--- src/rtl/conf_mul_pkg.sv ---
// Shared constants and helpers for the configurable integer multiplier family.
// Widths up to MAX_W are supported; callers slice the helpers to their data path.
package conf_mul_pkg;

   localparam int MAX_W = 64;

   localparam logic MODE_ACC = 1'b0;
   localparam logic MODE_APX = 1'b1;

   localparam logic [MAX_W-1:0] SAT_ONES = '1;

   // Keeps the top op_w bits of a dp_w-bit operand and clears the rest.
   function automatic logic [MAX_W-1:0] apx_mask(input int dp_w, input int op_w);
      logic [MAX_W-1:0] m;
      m = '0;
      for (int i = 0; i < MAX_W; i++) begin
         m[i] = (i < dp_w) && (i >= dp_w - op_w);
      end
      return m;
   endfunction

endpackage

--- src/rtl/conf_int_mul_pipe_stage.sv ---
// One pipeline slot: a valid bit plus its payload, loaded on enable.
// The payload only changes when a real beat arrives, so outputs hold while the pipe drains.
module conf_int_mul_pipe_stage import conf_mul_pkg::*; #(
   parameter int PAYLOAD_W = 18
) (
   input  logic                 clk,
   input  logic                 rst_n,
   input  logic                 load,
   input  logic                 vld_in,
   input  logic [PAYLOAD_W-1:0] payload_in,
   output logic                 vld,
   output logic [PAYLOAD_W-1:0] payload
);

   always_ff @(posedge clk or negedge rst_n) begin
      if (!rst_n) begin
         vld     <= 1'b0;
         payload <= '0;
      end else if (load) begin
         vld <= vld_in;
         if (vld_in) begin
            payload <= payload_in;
         end
      end
   end

endmodule

--- src/rtl/conf_int_mul_pipe.sv ---
// Pipelined accurate/approximate unsigned multiplier with valid/ready on both sides.
// Each result carries its own mode tag and overflow flag through the stage chain.
module conf_int_mul_pipe import conf_mul_pkg::*; #(
   parameter int OP_BITWIDTH        = 16,
   parameter int DATA_PATH_BITWIDTH = 16,
   parameter int PIPE_STAGES        = 3,
   parameter int SAT                = 1
) (
   input  logic                          clk,
   input  logic                          rst_n,
   input  logic                          racc,
   input  logic                          rapx,
   input  logic                          in_valid,
   output logic                          in_ready,
   input  logic [DATA_PATH_BITWIDTH-1:0] a,
   input  logic [DATA_PATH_BITWIDTH-1:0] b,
   output logic                          out_valid,
   input  logic                          out_ready,
   output logic [DATA_PATH_BITWIDTH-1:0] d,
   output logic                          d_apx,
   output logic                          ovf,
   output logic                          apx_mode
);

   localparam int W    = DATA_PATH_BITWIDTH;
   localparam int PW   = W + 2;
   localparam int LAST = PIPE_STAGES - 1;

   localparam logic [MAX_W-1:0] MASK_FULL = apx_mask(W, OP_BITWIDTH);
   localparam logic [W-1:0]     OP_MASK   = MASK_FULL[W-1:0];
   localparam logic [W-1:0]     SAT_VAL   = SAT_ONES[W-1:0];

   function automatic logic [W-1:0] sat_wrap(input logic [2*W-1:0] p, input logic o);
      if ((SAT != 0) && o) begin
         return SAT_VAL;
      end
      return p[W-1:0];
   endfunction

   // racc has priority; the new mode only affects beats accepted after this edge.
   always_ff @(posedge clk or negedge rst_n) begin
      if (!rst_n) begin
         apx_mode <= MODE_ACC;
      end else if (racc) begin
         apx_mode <= MODE_ACC;
      end else if (rapx) begin
         apx_mode <= MODE_APX;
      end
   end

   // Stage p0: masking, full-width product, overflow and saturation ahead of the first register
   logic [W-1:0]   a_p0, b_p0, d_p0;
   logic [2*W-1:0] prod_p0;
   logic           ovf_p0;
   logic [PW-1:0]  pl_p0;

   always_comb begin
      a_p0    = (apx_mode == MODE_APX) ? (a & OP_MASK) : a;
      b_p0    = (apx_mode == MODE_APX) ? (b & OP_MASK) : b;
      prod_p0 = {{W{1'b0}}, a_p0} * {{W{1'b0}}, b_p0};
      ovf_p0  = |prod_p0[2*W-1:W];
      d_p0    = sat_wrap(prod_p0, ovf_p0);
      pl_p0   = {apx_mode, ovf_p0, d_p0};
   end

   // Stages p1..pN: registered slots with a ready chain running back from the output
   logic [PIPE_STAGES-1:0] stg_vld;
   logic [PIPE_STAGES-1:0] stg_ld;
   logic [PW-1:0]          stg_pl [PIPE_STAGES];

   always_comb begin
      stg_ld       = '0;
      stg_ld[LAST] = !stg_vld[LAST] || out_ready;
      for (int k = PIPE_STAGES - 2; k >= 0; k--) begin
         stg_ld[k] = !stg_vld[k] || stg_ld[k+1];
      end
   end

   for (genvar k = 0; k < PIPE_STAGES; k++) begin : g_stage
      logic          vin;
      logic [PW-1:0] pin;
      if (k == 0) begin : g_first
         assign vin = in_valid;
         assign pin = pl_p0;
      end else begin : g_rest
         assign vin = stg_vld[k-1];
         assign pin = stg_pl[k-1];
      end
      conf_int_mul_pipe_stage #(.PAYLOAD_W(PW)) u_stage (
         .clk        (clk),
         .rst_n      (rst_n),
         .load       (stg_ld[k]),
         .vld_in     (vin),
         .payload_in (pin),
         .vld        (stg_vld[k]),
         .payload    (stg_pl[k])
      );
   end

   assign in_ready            = stg_ld[0];
   assign out_valid           = stg_vld[LAST];
   assign {d_apx, ovf, d}     = stg_pl[LAST];

endmodule

--- config.mk ---
export PLATFORM = sky130hd
export DESIGN_NAME = conf_int_mul_pipe
export DESIGN_NICKNAME = d
export VERILOG_FILES = /design/src/rtl/conf_mul_pkg.sv /design/src/rtl/conf_int_mul_pipe_stage.sv /design/src/rtl/conf_int_mul_pipe.sv
export SDC_FILE = /design/constraint.sdc
export NUM_CORES = 1
export LEC_CHECK = 0
export CORE_UTILIZATION = 65
export DETAILED_ROUTE_END_ITERATION = 10
export PLACE_DENSITY = 0.93
export RECOVER_POWER = 25
export SLEW_MARGIN = 5
export SYNTH_ARGS = -nofsm -noshare
export SYNTH_HDL_FRONTEND = slang
export SYNTH_SLANG_ARGS = --single-unit
--- constraint.sdc ---
create_clock -name clk -period 6.6 [get_ports clk]
set_clock_uncertainty 0.1 [all_clocks]
set_input_delay 0.99 -clock clk [delete_from_list [all_inputs] [get_ports clk]]
set_output_delay 0.99 -clock clk [all_outputs]
set_load 0.005 [all_outputs]
==> results of run 1 <==
-- synthesized netlist by cell type (2+ instances only) --
library cell  instances  area (sq um)
o41ai_1               2          17.5
a21oi_1              29           145
nor2b_1               7          43.8
and3_1                3          18.8
clkbuf_1             38           143
nor3_1               11          55.1
nor2_1               37           139
nand2_1             154           578
a221oi_1              2          17.5
nor4_1               15          93.8
xor2_1                4          35.0
a21boi_0              2          15.0
a211oi_1              5          37.5
nand4_1              12          75.1
mux2_2               37           417
o21bai_1              2          15.0
or3_1                 2          12.5
nand3_1              10          50.1
inv_1               226           848
o21ai_0              21           105
a31oi_1              18           113
and2_1              134           838
ha_1                104          1300
a2111oi_0             3          26.3
o21a_1                3          22.5
xnor2_1              13           114
nand2b_1              5          31.3
mux2i_1               3          30.0
o31ai_1               2          15.0
buf_2                17          85.1
dfrtp_1              58          1450
nor3b_1               2          15.0
o211ai_1              7          52.6
o21ai_1               3          15.0
fa_1                194          3880
a21o_1                4          30.0
nand4b_1              2          17.5
-- cells by family after synthesis --
| group | after synthesis | share of synthesized area |
|---|---|---|
| AO/OA/AOI/OAI | 117 | 0.0688 |
| XOR/XNOR | 17 | 0.0133 |
| adder cells (fa/ha/maj) | 298 | 0.465 |
| buffers and inverters | 282 | 0.0974 |
| flip-flops | 58 | 0.130 |
| multiplexers | 41 | 0.0413 |
| AND/OR/NAND/NOR | 402 | 0.185 |
-- metrics by stage --
stage	TNS [ps]	worst slack, ps	cells	instance area (sq um)	util
3_5_place_dp	-25510	-1580	1623	13200	0.792
3_3_place_gp	-18120	-1080	1623	13200	0.792
4_1_cts	-3140	-203	1689	14800	0.889
2_1_floorplan	0	8.52	1215	11300	-
-- layer usage --
layer  overflow  track usage
met1          4        0.762
met2         38        0.907
met3          0        0.620
met4         32        0.713
met5          0        0.211
-- timing repair --
action / 4_1_cts
pin swaps: 67
endpoints found under the setup margin: 17
buffers inserted: 45
cloned: 5
gates resized for setup: 278
==> key figures, run 1 <==
Global routing
  – Grt total ovfl: 74
  – Largest net degree at the start of global routing: 59
  – Global-route wire length before repair: 95400 microns
  – Vias in the first global route: 14.6k
  – Tot GR Track Use: 0.750

Placed design
  – Placer Congestion: 0.938
  – DP HPWL: 26600 microns
  – # port buffers: 58

Clocking
  – TritonCTS Buffers: 9
  – H-tree depth: 3
  – Root Driver: clkbuf_16
  – Hold_buf cts: 0
  – Sink Count: 58
  – Clock Path Buffers: 2

Synth
  – Mapped Avg Cell Area: about 9.2 sq um
  – Post-Synthesis Cells: between 1k and 1.5k
  – EDFF count, synth: 0
  – Yosys warning count: 0
  – Syn Std Cell Area: 11200 sq um
  – Seq/Total Area, Yosys: 0.130
  – Async SR Flop Fraction: 1.00
  – Top_reg_cell synth: dfrtp_1
  – Synth unique cells: 61
  – Synthesis-stage register bit count: 58
  – Syn Nets: about 1.6k

Die
  – Die X: 133 microns
  – Starting Density: 0.668
  – IO Count: 59
  – Number of cell rows: 47
  – DIE HEIGHT: 133 microns

Run status
  – Error Message: [ERROR GRT-0116] Global routing finished with congestion. Check the congestion regions in the DRC Viewer.
  – Stop stage: 5_1_grt
  – Status: did not finish
==> inputs of run 2 (changes only) <==
--- a/config.mk
+++ b/config.mk
@@ -5,9 +5,9 @@
 export SDC_FILE = /design/constraint.sdc
 export NUM_CORES = 1
 export LEC_CHECK = 0
-export CORE_UTILIZATION = 65
+export CORE_UTILIZATION = 40
 export DETAILED_ROUTE_END_ITERATION = 10
-export PLACE_DENSITY = 0.93
+export PLACE_DENSITY_LB_ADDON = 0.15
 export RECOVER_POWER = 25
 export SLEW_MARGIN = 5
 export SYNTH_ARGS = -nofsm -noshare
==> key figures, run 2 <==
Global routing
  – Initial antenna violation count: 1
  – Grt total ovfl: 0
  – Largest net degree at the start of global routing: 59
  – Global-route wire length before repair: 45900 microns
  – Tot GR Track Use: 0.199
  – Vias in the first global route: 9395

Clocking
  – Root Driver: clkbuf_16 (unchanged)
  – Clock Path Buffers: 2 (unchanged)
  – Sink Count: 58 (unchanged)
  – Hold_buf cts: 0 (unchanged)
  – Clk slew on worst S/H paths: around 50 ps
  – CTS tree: built
  – H-tree depth: 3 (unchanged)
  – Worst-Skew Late Latency: roughly 320 ps
  – TritonCTS Buffers: 9 (unchanged)

Die
  – IO Count: 59 (unchanged)
  – DIE HEIGHT: 169 microns (was 133 microns)
  – Starting Density: 0.411 (was 0.668)
  – Core ar.: 27200 sq um
  – Die X: 169 microns (was 133 microns)
  – Number of cell rows: 60 (was 47)
  – Die area: 28600 sq um

Hold path
  – HP Start: g_stage[1].u_stage.payload[3]$_DFFE_PN0P_
  – HP Class: flop to flop

Placed design
  – DP HPWL: 23300 microns (was 26600 microns)
  – Dpl cells: 1770 (was 1623)
  – Placement Setup Slack: -1040 ps (was -1580 ps)
  – Placer Congestion: 0.854 (was 0.938)
  – # port buffers: 58 (unchanged)

Synth
  – Area leader, netlist: fa_1 (unchanged)
  – Synthesis-stage register bit count: 58 (unchanged)
  – Yosys warning count: 0 (unchanged)
  – Mapped Avg Cell Area: 9.19 sq um (unchanged)
  – EDFF count, synth: 0 (unchanged)
  – Top-count cell post-synth: inv_1 (unchanged)
  – Syn Std Cell Area: 11200 sq um (unchanged)
  – Top_reg_cell synth: dfrtp_1 (unchanged)
  – Async SR Flop Fraction: 1.00 (unchanged)
  – Proportion of netlist area held by the largest area contributor: 0.348 (unchanged)
  – Synth area leaders: fa_1, dfrtp_1, ha_1, inv_1, and2_1 (unchanged)
  – Commonest cells post-synth: inv_1, fa_1, nand2_1 (unchanged)
  – Synth unique cells: 61 (unchanged)
  – Seq/Total Area, Yosys: 0.130 (unchanged)
  – Syn Nets: 1551 (unchanged)
  – Post-Synthesis Cells: 1215 (unchanged)

Run status
  – Status: finished, violations left (was did not finish)
  – Failing checks: max-capacitance violations, max-slew violations, negative setup slack

Routing
  – Number of nets still failing antenna checks after routing: 0
  – Post-DR vias/cell: 4.96
  – DRC: 0
  – Drt first pass iters: 5
  – DRT Wirelength: just under 30000 microns
  – DR WL/cell: 15.9 microns
  – 1st-iter DRT viols: approximately 460
  – Via count of the routed design: around 9.1k

Setup path
  – CP startpoint: b[1]
  – Critical path class: input port to flop
  – Worst Setup End Kind: flop
  – R2R Path Start: g_stage[2].u_stage.vld$_DFFE_PN0P_
  – CP arrival: 6800 ps
  – Crit-path max FO: 7
  – Startpoint Class: input port
  – WP data required: between 6000 and 7000 ps

Timing
  – Unrepaired setup endpoints after global routing: yes
  – Tmin final: 6710 ps
  – Max frequency: 0.149 GHz
  – # setup viols final: 17
  – Slew Viols, Final: between 50 and 60
  – Final worst slack: -111 ps
  – Measured slew at the worst slew-check pin: 3050 ps
  – Worst slew margin: -1.03
  – Tcrit/Tclk final: 1.02
  – Final TNS setup: -1700 ps
  – Final Hold Viols: 0

Finish
  – Commonest non-fill, non-tap cell in the layout: inv_1
  – Share of post-route cells with drive strength above 1: 0.265
  – Non-Filler Instances: approximately 1.8k
  – Biggest regs: g_stage.u_stage.payload (54), g_stage.u_stage.vld (3), apx_mode (1)
  – Max reg flops: 54
  – # fillers: ~2.5k
  – Final Net Count: roughly 1.8k
  – Reg with most FFs: g_stage.u_stage.payload
  – Layout area overhead: 32.3%
  – Highest-count cells in the layout ignoring fill and taps: inv_1, fa_1, buf_4

Run
  – Total of max-cap violations: 1
## run 2: cell counts after synthesis
Identical to the previous run, type by type.
## run 2: layout make-up
type,instances,area (sq um),area share
clock inverter,3,15.0,0.00102
timing repair buffer,280,2470,0.168
tap,372,465,0.0315
multi-input combinational,875,9250,0.627
antenna,1,2.50,0.000169
clock buffer,12,256,0.0174
inverter,226,848,0.0574
sequential,58,1450,0.0983
## run 2: final timing paths
kind,depth (start not counted),to,slack (ps)
worst min-delay path,1,g_stage[2].u_stage.payload[3]$_DFFE_PN0P_,390
worst max register to register,10,g_stage[0].u_stage.payload[5]$_DFFE_PN0P_,4290
max in group asynchronous,2,g_stage[2].u_stage.payload[15]$_DFFE_PN0P_,3000
worst min register to register,1,g_stage[2].u_stage.payload[3]$_DFFE_PN0P_,390
worst max-delay path,25,g_stage[0].u_stage.payload[6]$_DFFE_PN0P_,-110
min in group asynchronous,2,g_stage[2].u_stage.payload[9]$_DFFE_PN0P_,1670
## run 2: repair_timing
item	4_1_cts	5_1_grt
endpoints found under the setup margin	17	17
gates cloned	0	11
buffers inserted	7	25
gates resized for setup	54	168
pin swaps	10	29
## run 2: critical path: stages
cell	delay [ps]
clkbuf_2	150
buf_12	140
nand2_1	90
fa_1	530
fa_1	520
fa_1	530
inv_1	60
fa_2	480
fa_1	490
inv_1	50
fa_1	480
inv_1	60
ha_4	300
nand3_2	90
o211ai_1	240
buf_4	180
a21oi_4	50
buf_12	150
o31a_1	280
mux2i_1	170
nand4b_1	180
nor4_4	190
buf_6	170
buf_12	140
a31oi_4	80
## run 2: kinds of logic after synthesis
| family | share of synthesized area |
|---|---|
| buffers and inverters | 0.0974 |
| AND/OR/NAND/NOR | 0.185 |
| flip-flops | 0.130 |
| adder cells (fa/ha/maj) | 0.465 |
| multiplexers | 0.0413 |
| AO/OA/AOI/OAI | 0.0688 |
| XOR/XNOR | 0.0133 |
## run 2: per-stage QoR
step / util / area, sq um / hold WS [ps]
after floorplan: - / 11300 / 358
after global placement: 0.495 / 13400 / 386
after detailed placement: 0.495 / 13400 / 392
after CTS: 0.513 / 14000 / 398
after global routing: 0.543 / 14800 / 418
final: 0.543 / 14800 / 392
## run 2: metal layers
metal | share of wire | track usage | vias to the layer above | wire length, microns
met1 | 0.45 | 0.271 | 4567 | 13000
li1 | - | - | 4298 | -
met3 | 0.040 | 0.0168 | 23 | 1150
met4 | 0.012 | 0.0333 | 0 | 352
met5 | 0 | 0 | - | 0
met2 | 0.50 | 0.351 | 175 | 14600
Power of run 2 is not shown: default switching activity piles up to over one toggle a cycle in this logic, so the estimate is an artifact.
